File: config.mk
export PLATFORM = sky130hd
export DESIGN_NAME = obb_sat_check
export DESIGN_NICKNAME = d
export VERILOG_FILES = /design/src/rtl/obb_sat_check.sv
export SDC_FILE = /design/constraint.sdc
export NUM_CORES = 1
export LEC_CHECK = 0
export CELL_PAD_IN_SITES_DETAIL_PLACEMENT = 1
export CELL_PAD_IN_SITES_GLOBAL_PLACEMENT = 2
export CORE_ASPECT_RATIO = 0.9
export CORE_MARGIN = 4
export CORE_UTILIZATION = 38
export DETAILED_ROUTE_END_ITERATION = 8
export HOLD_SLACK_MARGIN = 0.1
export PLACE_DENSITY_LB_ADDON = 0.3
export SYNTH_ARGS = -nofsm -noshare
export SYNTH_HDL_FRONTEND = slang
export SYNTH_SLANG_ARGS = --single-unit
File: constraint.sdc
create_clock -name clk_i -period 13.58 [get_ports clk_i]
set_clock_uncertainty 0.05 [all_clocks]
set_input_delay 2.716 -clock clk_i [delete_from_list [all_inputs] [get_ports clk_i]]
set_output_delay 2.716 -clock clk_i [all_outputs]
set_load 0.01 [all_outputs]
File: src/rtl/obb_sat_check.sv
`default_nettype none
// ============================================================================
// Module   : obb_sat_check
// Purpose  : Sequential 2-D separating-axis overlap test for two oriented
//            bounding boxes, built around one time-multiplexed multiplier.
// Revision : 1.0 - initial release
// ============================================================================
module obb_sat_check #(
    parameter int COORD_W   = 8,
    parameter int AXIS_FRAC = 6,
    parameter int ACC_W     = 28
) (
    input  logic                      clk_i,
    input  logic                      rst_i,
    input  logic                      start_i,
    input  logic signed [COORD_W-1:0] a_cx_i,
    input  logic signed [COORD_W-1:0] a_cy_i,
    input  logic signed [COORD_W-1:0] a_w_i,
    input  logic signed [COORD_W-1:0] a_h_i,
    input  logic signed [COORD_W-1:0] a_ux_i,
    input  logic signed [COORD_W-1:0] a_uy_i,
    input  logic signed [COORD_W-1:0] b_cx_i,
    input  logic signed [COORD_W-1:0] b_cy_i,
    input  logic signed [COORD_W-1:0] b_w_i,
    input  logic signed [COORD_W-1:0] b_h_i,
    input  logic signed [COORD_W-1:0] b_ux_i,
    input  logic signed [COORD_W-1:0] b_uy_i,
    output logic                      busy_o,
    output logic                      done_o,
    output logic                      hit_o,
    output logic [1:0]                sep_axis_o
);
    localparam int         AX_W      = COORD_W + 1;
    localparam int         TMP_W     = 2 * AX_W + 1;
    localparam int         PRD_W     = TMP_W + AX_W;
    localparam logic [3:0] LAST_STEP = 4'd13;

    typedef enum logic [2:0] {
        S_IDLE = 3'd0,
        S_LOAD = 3'd1,
        S_ACC  = 3'd2,
        S_CMP  = 3'd3,
        S_DONE = 3'd4
    } state_t;

    state_t                    state_q, state_d;
    logic [3:0]                step_q, step_d;
    logic [1:0]                k_q, k_d;
    logic signed [ACC_W-1:0]   proj_q, proj_d;
    logic signed [ACC_W-1:0]   rad_q, rad_d;
    logic signed [TMP_W-1:0]   tmp_q, tmp_d;
    logic                      hit_q, hit_d;
    logic [1:0]                sep_q, sep_d;
    // Captured operands: cen = {acx, acy, bcx, bcy}, ext = {aw, ah, bw, bh}, uv = {aux, auy, bux, buy}
    logic signed [COORD_W-1:0] cen_q [4];
    logic signed [COORD_W-1:0] cen_d [4];
    logic signed [COORD_W-1:0] ext_q [4];
    logic signed [COORD_W-1:0] ext_d [4];
    logic signed [COORD_W-1:0] uv_q  [4];
    logic signed [COORD_W-1:0] uv_d  [4];

    logic signed [AX_W-1:0]    ax_x [4];
    logic signed [AX_W-1:0]    ax_y [4];
    logic signed [AX_W-1:0]    dx, dy, lx, ly;
    logic [1:0]                box_j, phase;
    logic signed [TMP_W-1:0]   tmp_abs;
    logic signed [TMP_W-1:0]   op_a;
    logic signed [AX_W-1:0]    op_b;
    logic signed [PRD_W-1:0]   prod;
    logic signed [ACC_W-1:0]   prod_acc;
    logic signed [ACC_W-1:0]   proj_abs, proj_sh;
    logic                      separated;

    function automatic logic signed [COORD_W-1:0] clamp0(input logic signed [COORD_W-1:0] v);
        return v[COORD_W-1] ? '0 : v;
    endfunction

    // Axis table in evaluation order A.u, A.v, B.u, B.v; v = (-uy, ux)
    always_comb begin
        ax_x[0] = AX_W'(uv_q[0]);
        ax_y[0] = AX_W'(uv_q[1]);
        ax_x[1] = -(AX_W'(uv_q[1]));
        ax_y[1] = AX_W'(uv_q[0]);
        ax_x[2] = AX_W'(uv_q[2]);
        ax_y[2] = AX_W'(uv_q[3]);
        ax_x[3] = -(AX_W'(uv_q[3]));
        ax_y[3] = AX_W'(uv_q[2]);
    end

    assign dx = AX_W'(cen_q[2]) - AX_W'(cen_q[0]);
    assign dy = AX_W'(cen_q[3]) - AX_W'(cen_q[1]);
    assign lx = ax_x[k_q];
    assign ly = ax_y[k_q];

    // Steps 2..13 visit box axis j with phase 0 (x term), 1 (y term), 2 (radius term)
    always_comb begin
        box_j = 2'd0;
        phase = 2'd0;
        case (step_q)
            4'd3:    begin box_j = 2'd0; phase = 2'd1; end
            4'd4:    begin box_j = 2'd0; phase = 2'd2; end
            4'd5:    begin box_j = 2'd1; phase = 2'd0; end
            4'd6:    begin box_j = 2'd1; phase = 2'd1; end
            4'd7:    begin box_j = 2'd1; phase = 2'd2; end
            4'd8:    begin box_j = 2'd2; phase = 2'd0; end
            4'd9:    begin box_j = 2'd2; phase = 2'd1; end
            4'd10:   begin box_j = 2'd2; phase = 2'd2; end
            4'd11:   begin box_j = 2'd3; phase = 2'd0; end
            4'd12:   begin box_j = 2'd3; phase = 2'd1; end
            4'd13:   begin box_j = 2'd3; phase = 2'd2; end
            default: begin box_j = 2'd0; phase = 2'd0; end
        endcase
    end

    assign tmp_abs = tmp_q[TMP_W-1] ? -tmp_q : tmp_q;

    always_comb begin
        op_a = '0;
        op_b = '0;
        if (step_q == 4'd0) begin
            op_a = TMP_W'(dx);
            op_b = lx;
        end else if (step_q == 4'd1) begin
            op_a = TMP_W'(dy);
            op_b = ly;
        end else begin
            case (phase)
                2'd0:    begin op_a = TMP_W'(ax_x[box_j]); op_b = lx; end
                2'd1:    begin op_a = TMP_W'(ax_y[box_j]); op_b = ly; end
                default: begin op_a = tmp_abs;             op_b = AX_W'(ext_q[box_j]); end
            endcase
        end
    end

    assign prod     = PRD_W'(op_a) * PRD_W'(op_b);
    assign prod_acc = ACC_W'(prod);

    // Strict compare: touching boxes count as overlapping
    assign proj_abs  = proj_q[ACC_W-1] ? -proj_q : proj_q;
    assign proj_sh   = proj_abs <<< AXIS_FRAC;
    assign separated = proj_sh > rad_q;

    always_comb begin
        state_d = state_q;
        step_d  = step_q;
        k_d     = k_q;
        proj_d  = proj_q;
        rad_d   = rad_q;
        tmp_d   = tmp_q;
        hit_d   = hit_q;
        sep_d   = sep_q;
        cen_d   = cen_q;
        ext_d   = ext_q;
        uv_d    = uv_q;
        case (state_q)
            S_IDLE: begin
                if (start_i) begin
                    state_d = S_LOAD;
                    cen_d   = '{a_cx_i, a_cy_i, b_cx_i, b_cy_i};
                    ext_d   = '{clamp0(a_w_i), clamp0(a_h_i), clamp0(b_w_i), clamp0(b_h_i)};
                    uv_d    = '{a_ux_i, a_uy_i, b_ux_i, b_uy_i};
                    hit_d   = 1'b0;
                    sep_d   = 2'd0;
                end
            end
            S_LOAD: begin
                state_d = S_ACC;
                step_d  = 4'd0;
                k_d     = 2'd0;
                proj_d  = '0;
                rad_d   = '0;
                tmp_d   = '0;
            end
            S_ACC: begin
                step_d = step_q + 4'd1;
                if (step_q <= 4'd1) begin
                    proj_d = proj_q + prod_acc;
                end else begin
                    case (phase)
                        2'd0:    tmp_d = TMP_W'(prod);
                        2'd1:    tmp_d = tmp_q + TMP_W'(prod);
                        default: rad_d = rad_q + prod_acc;
                    endcase
                end
                if (step_q == LAST_STEP) begin
                    state_d = S_CMP;
                end
            end
            S_CMP: begin
                if (separated) begin
                    hit_d   = 1'b0;
                    sep_d   = k_q;
                    state_d = S_DONE;
                end else if (k_q == 2'd3) begin
                    hit_d   = 1'b1;
                    sep_d   = 2'd0;
                    state_d = S_DONE;
                end else begin
                    k_d     = k_q + 2'd1;
                    step_d  = 4'd0;
                    proj_d  = '0;
                    rad_d   = '0;
                    tmp_d   = '0;
                    state_d = S_ACC;
                end
            end
            S_DONE:  state_d = S_IDLE;
            default: state_d = S_IDLE;
        endcase
    end

    always_ff @(posedge clk_i) begin
        if (rst_i) begin
            state_q <= S_IDLE;
            step_q  <= '0;
            k_q     <= '0;
            proj_q  <= '0;
            rad_q   <= '0;
            tmp_q   <= '0;
            hit_q   <= 1'b0;
            sep_q   <= '0;
            cen_q   <= '{default: '0};
            ext_q   <= '{default: '0};
            uv_q    <= '{default: '0};
        end else begin
            state_q <= state_d;
            step_q  <= step_d;
            k_q     <= k_d;
            proj_q  <= proj_d;
            rad_q   <= rad_d;
            tmp_q   <= tmp_d;
            hit_q   <= hit_d;
            sep_q   <= sep_d;
            cen_q   <= cen_d;
            ext_q   <= ext_d;
            uv_q    <= uv_d;
        end
    end

    assign busy_o     = (state_q == S_LOAD) || (state_q == S_ACC) || (state_q == S_CMP);
    assign done_o     = (state_q == S_DONE);
    assign hit_o      = hit_q;
    assign sep_axis_o = sep_q;

endmodule
`default_nettype wire
==> flow_summary_export.csv, run 1 <==
group,metric,value,unit
sta,max_slew.worst_pin.slew,1.29,ns
clock_network,cts_tree,"built",
placement,dp_hpwl,49.0,mm
synth,synth_top_cells_by_area,"dfxtp_1, fa_1, ha_1",
worst_setup_path,worstReg2RegEnd,"rad_q[27]$_SDFFE_PP0P_",
placement,portBuffers,103,
clock_network,ctsHoldBuffers,0,
min_path,hp-class,"reg2reg",
worst_setup_path,r2r_cells,43,
clock_network,cts_buffer_depth,2,
worst_setup_path,worst_setup_path_start_kind,"register",
sta,setup_tns,0,ns
worst_setup_path,r2r_setup_slack,2.41,ns
routing,viasPerCell,5.53,
worst_setup_path,slowest_delay,0.82,ns
sta,finalSetupViolations,0,
die,die_h,223,µm
min_path,hold_path.startpoint,"cen_q[18]$_SDFFE_PP0P_",
clock_network,cts.clk_slew.worst_paths,0.08,ns
synth,synth.top_cell.area_share,18.7,%
worst_setup_path,cp_slowest_cell,"a31oi_1",
worst_setup_path,worstSetupEndpointType,"register",
worst_setup_path,crit_buf_inv,5,
worst_setup_path,worst_ep_arrival_time,11.52,ns
finish,final_nets,2872,
synth,ys.flop_type,"dfxtp_1",
outcome,status,"finished clean",
die,die-area,55200,µm²
die,die_w,247,µm
placement,gp_congestion,0.882,
routing,drt_iter0_drc,1058,
grt,grt-ovfl-total,0,
grt,grt.total_usage,22.5,%
synth,syn_avg_cell_area,8.15,µm²
finish,areaGrowthSynthToFinish,11.5,%
flow_run,drv_cap,0,
clock_network,cts_made_buffers,17,
finish,drive_gt1_share,5.37,%
synth,syn_inst,2399,
worst_setup_path,critPathTopFamily,"compound AO/OA/AOI/OAI gates",
min_path,hold_end,"cen_q[18]$_SDFFE_PP0P_",
synth,synth_seq_area_share,18.7,%
clock_network,clock_latency,0.49,ns
grt,grt_max_degree,100,
routing,drtPass1Iterations,5,
routing,avgRoutedWirePerCell,19.6,µm
sta,clock.fmax,89.5,MHz
synth,ys_ff_latch,183,
synth,synth-async-reset-ratio,0,%
clock_network,cts_root_buf,"clkbuf_16",
grt,antenna_found_initial,0,
synth,synth_nets,2826,
die,row_count,78,
grt,grt_pass1_vias,18300,
sta,post-route-min-period,11.17,ns
die,core-area,50700,µm²
synth,synth_edf_count,0,
routing,route.detailed.drc,0,
clock_network,cts.sinks,183,
worst_setup_path,cp_data_required_time,13.93,ns
sta,min_period_over_period,82.3,%
worst_setup_path,critPathMaxFanout,11,
pwr,pwr_density_cell,241,nW/µm²
synth,synth_top_area_cell,"dfxtp_1",
sta,rsz0062_at_grt,"no",
sta,hold_viol_final,0,
die,ios,104,
routing,final_antenna_net_count,0,
min_path,whs_path_depth,2,
synth,ys_types,86,
clock_network,cts_setup_buffers,0,
routing,num_vias,17400,
finish,diodes,0,
clock_network,cts-resized-gates,0,
pwr,ir_worst_vdd,147,µV
pwr,p_total,5240,µW
sta,drv_slew,0,
sta,slew_headroom,14.2,%
worst_setup_path,r2r-start,"cen_q[0]$_SDFFE_PP0P_",
synth,syn_area,19600,µm²
pwr,p_leak,0.00918,µW
grt,grt_pass1_wl,99.7,mm
clock_network,htree_levels,4,
synth,yosys_warnings,0,
die,initial_core_util,38.6,%
worst_setup_path,critical_path_class,"reg2reg",
routing,finalWirelength,61.4,mm
stage by stage:
stage / util, % / cells / hold slack, ns / setup WS, ns / area (µm²)
after detailed placement: 41.9 / 3106 / 0.399 / 2.57 / 21200
after floorplan: - / 2399 / 0.386 / 4.20 / 19600
after CTS: 43.0 / 3137 / 0.408 / 2.43 / 21800
after global routing: 43.0 / 3137 / 0.424 / 1.62 / 21800
final: 43.0 / 3137 / 0.406 / 2.41 / 21800
after global placement: 41.9 / 3106 / 0.396 / 3.02 / 21200
state kept, by name, summed over array words and instances, names as in the netlist:
| register | flops |
|---|---|
| ax_x | 16 |
| ax_y | 16 |
| box_j | 2 |
| cen_q | 32 |
| ext_q | 28 |
| hit_o | 1 |
| k_q | 2 |
| phase | 2 |
| proj_q | 28 |
| rad_q | 28 |
| sep_axis_o | 2 |
| state_q | 3 |
| step_q | 4 |
| tmp_q | 19 |
tightest hold or removal path, stage by stage (launching register included):
cell and delay, ns:
dfxtp_1 0.31, nand2_1 0.05, a21oi_1 0.05
final cells by class:
cell class / count / area (µm²)
Fill cell: 6080 / 28900
Multi-Input combinational cell: 1920 / 14800
Sequential cell: 183 / 3660
Timing Repair Buffer: 129 / 1230
Tap cell: 680 / 851
Inverter: 194 / 728
Clock buffer: 18 / 439
Clock inverter: 13 / 131
report_power, final:
part / internal [µW] / leakage (µW) / switching (µW)
combinational: 1580 / 0.00742 / 2500
sequential: 591 / 0.00149 / 74.4
clock: 247 / 0.000274 / 256
total: 2410 / 0.00918 / 2830
cells in the mapped netlist (all sizes together), types with 9 or more instances:
cell type  instances
a211oi            15
a21o              39
a21oi            241
a22oi             42
a31oi             20
and2              39
buf               26
clkbuf            76
dfxtp            183
fa               146
ha               182
inv              193
mux2i             21
mux4              25
nand2            320
nand2b            17
nand3             28
nand4             18
nor2             224
nor2b             32
nor3              39
nor3b             29
nor4              12
o211ai            12
o21a              17
o21ai             94
o21bai            13
o22ai              9
o31ai             12
or2               18
or3               17
or4               10
xnor2            100
xor2              42
placed cells by master, fill, tap and decap left out, types with 26 or more instances in the layout:
cell             instances
a21o_1                  39
a21oi_1                236
a22oi_1                 42
and2_1                  39
buf_4                   26
clkdlybuf4s50_1        102
dfxtp_1                183
fa_1                   146
ha_1                   182
inv_1                  192
nand2_1                320
nand3_1                 27
nor2_1                 221
nor2b_1                 32
nor3_1                  38
nor3b_1                 29
o21ai_0                 88
xnor2_1                 99
xor2_1                  42
worst max-delay path by stage:
stage	startpoint	end	slack [ns]	cells after the start
after floorplan	cen_q[0]$_SDFFE_PP0P_	rad_q[27]$_SDFFE_PP0P_	4.20	44
after global placement	cen_q[0]$_SDFFE_PP0P_	rad_q[27]$_SDFFE_PP0P_	3.02	43
after detailed placement	cen_q[0]$_SDFFE_PP0P_	rad_q[27]$_SDFFE_PP0P_	2.57	43
after CTS	cen_q[0]$_SDFFE_PP0P_	rad_q[27]$_SDFFE_PP0P_	2.43	43
after global routing	cen_q[0]$_SDFFE_PP0P_	rad_q[27]$_SDFFE_PP0P_	1.62	43
final	cen_q[0]$_SDFFE_PP0P_	rad_q[27]$_SDFFE_PP0P_	2.41	43
metal layers:
metal / vias up / global-route usage, % / routed length [µm]
met3: 57 / 2.52 / 1960
met1: 8632 / 31.4 / 29300
li1: 8368 / - / -
met2: 304 / 37.5 / 29200
met4: 0 / 4.98 / 950
met5: - / 0 / 0
cells by family after synthesis:
kind of cell | synth area share (%)
xor+xnor | 6.46
compound gates | 18.5
flops | 18.7
fa+ha+maj | 26.6
simple gates | 19.6
buf+inv | 5.91
mux | 4.13
No activity file was read; power rests on OpenSTA's default activity.
==> inputs of run 2 (changes only) <==
- clock period: 13.58 -> 11.7 ns (I/O delays scaled with it)
==> flow_summary_export.csv, run 2 (synthesized netlist as in run 1, its figures left out) <==
group,metric,value,unit
routing,drtPass1Iterations,5,
grt,grt-ovfl-total,0,
sta,finalSetupViolations,0,
routing,final_antenna_net_count,0,
worst_setup_path,worst_setup_path_start_kind,"register",
finish,areaGrowthSynthToFinish,11.8,%
worst_setup_path,slowest_delay,0.56,ns
worst_setup_path,cp_data_required_time,12.06,ns
routing,finalWirelength,60.7,mm
finish,drive_gt1_share,5.68,%
placement,portBuffers,103,
sta,clock.fmax,95.3,MHz
finish,regMostFlops,"cen_q",
clock_network,cts_made_buffers,17,
outcome,status,"finished clean",
die,die_h,223,µm
grt,grt_pass1_wl,98.9,mm
routing,viasPerCell,5.51,
grt,grt_max_degree,100,
sta,post-route-min-period,10.49,ns
sta,max_slew.worst_pin.slew,1.25,ns
grt,antenna_found_initial,0,
sta,setup_tns,0,ns
pwr,ir_worst_vdd,149,µV
clock_network,clock_latency,0.49,ns
clock_network,cts-resized-gates,0,
die,core-area,50700,µm²
die,die_w,247,µm
clock_network,cts.sinks,183,
worst_setup_path,worst_ep_arrival_time,10.85,ns
routing,avgRoutedWirePerCell,19.3,µm
finish,layout_common_cells,"nand2_1, a21oi_1, nor2_1, inv_1, dfxtp_1",
worst_setup_path,critical_path_class,"reg2reg",
worst_setup_path,cp_slowest_cell,"fa_1",
sta,drv_slew,0,
pwr,p_leak,0.00922,µW
finish,fillers,6077,
sta,hold_viol_final,0,
clock_network,cts_tree,"built",
routing,drt_iter0_drc,1020,
die,ios,104,
die,die-area,55200,µm²
sta,slew_headroom,16.1,%
clock_network,htree_levels,4,
die,initial_core_util,38.6,%
grt,grt_pass1_vias,18300,
routing,num_vias,17300,
finish,largest_register_ffs,32,
clock_network,cts_setup_buffers,0,
finish,final_nets,2880,
finish,final_common_cell,"nand2_1",
sta,rsz0062_at_grt,"no",
clock_network,cts_buffer_depth,2,
finish,utilization,43.2,%
placement,gp_congestion,0.908,
clock_network,ctsHoldBuffers,0,
min_path,hp-class,"reg2reg",
sta,min_period_over_period,89.7,%
flow_run,drv_cap,0,
clock_network,cts.clk_slew.worst_paths,0.08,ns
grt,grt.total_usage,22.4,%
die,row_count,78,
pwr,pwr_density_cell,279,nW/µm²
worst_setup_path,critPathMaxFanout,11,
routing,route.detailed.drc,0,
worst_setup_path,worstSetupEndpointType,"register",
clock_network,cts_root_buf,"clkbuf_16",
placement,dp_hpwl,48.4,mm
run 2: cell count changes in the layout (fill, tap and decap cells not counted), sizes merged:
cell    previous run  this run
diode              0         1
buf               27        35
clkbuf            18        19
run 2: critical path, delay by kind of cell (launching register included):
kind / cells / cell delay (ns)
AO/OA/AOI/OAI: 20 / 4.18
adder cells (fa/ha/maj): 9 / 3.80
AND/OR/NAND/NOR: 7 / 1.30
buffers and inverters: 6 / 0.51
flip-flops: 1 / 0.31
XOR/XNOR: 2 / 0.28
run 2: per-layer routing:
layer | routed length (µm) | GRT usage, % | up-vias
li1 | - | - | 8379
met1 | 29200 | 30.7 | 8612
met2 | 28400 | 36.7 | 276
met3 | 1920 | 3.56 | 66
met4 | 1140 | 5.89 | 0
met5 | 0 | 0 | -
run 2: path summary, 6_finish.rpt:
check | endpoint | start | slack [ns] | depth (start not counted)
max | rad_q[27]$_SDFFE_PP0P_ | cen_q[0]$_SDFFE_PP0P_ | 1.21 | 44
min | cen_q[25]$_SDFFE_PP0P_ | cen_q[25]$_SDFFE_PP0P_ | 0.41 | 2
max reg2reg | rad_q[27]$_SDFFE_PP0P_ | cen_q[0]$_SDFFE_PP0P_ | 1.21 | 44
min reg2reg | cen_q[25]$_SDFFE_PP0P_ | cen_q[25]$_SDFFE_PP0P_ | 0.41 | 2
run 2: per-stage QoR:
step / cell area, µm² / hold slack, ns / setup slack (ns) / power [µW] / instances
2_1_floorplan: 19600 / 0.386 / 2.32 / 4270 / 2399
3_3_place_gp: 21300 / 0.395 / 1.67 / 5400 / 3114
3_5_place_dp: 21300 / 0.402 / 1.33 / 5530 / 3114
4_1_cts: 21900 / 0.413 / 1.23 / 6170 / 3146
5_1_grt: 21900 / 0.425 / 0.467 / 6740 / 3146
6_report: 21900 / 0.409 / 1.21 / 6100 / 3147
run 2: area by class of cell:
class	count	area (µm²)	area share, %
Tap cell	680	851	3.89
Antenna cell	1	2.50	0.0114
Inverter	194	728	3.33
Clock buffer	19	443	2.03
Sequential cell	183	3660	16.8
Timing Repair Buffer	137	1290	5.89
Clock inverter	13	130	0.595
Multi-Input combinational cell	1920	14800	67.5
run 2: power breakdown:
group          switching (µW)  total, µW  internal (µW)
sequential               86.0        772            686
clock                     303        590            287
combinational            2890       4740           1850
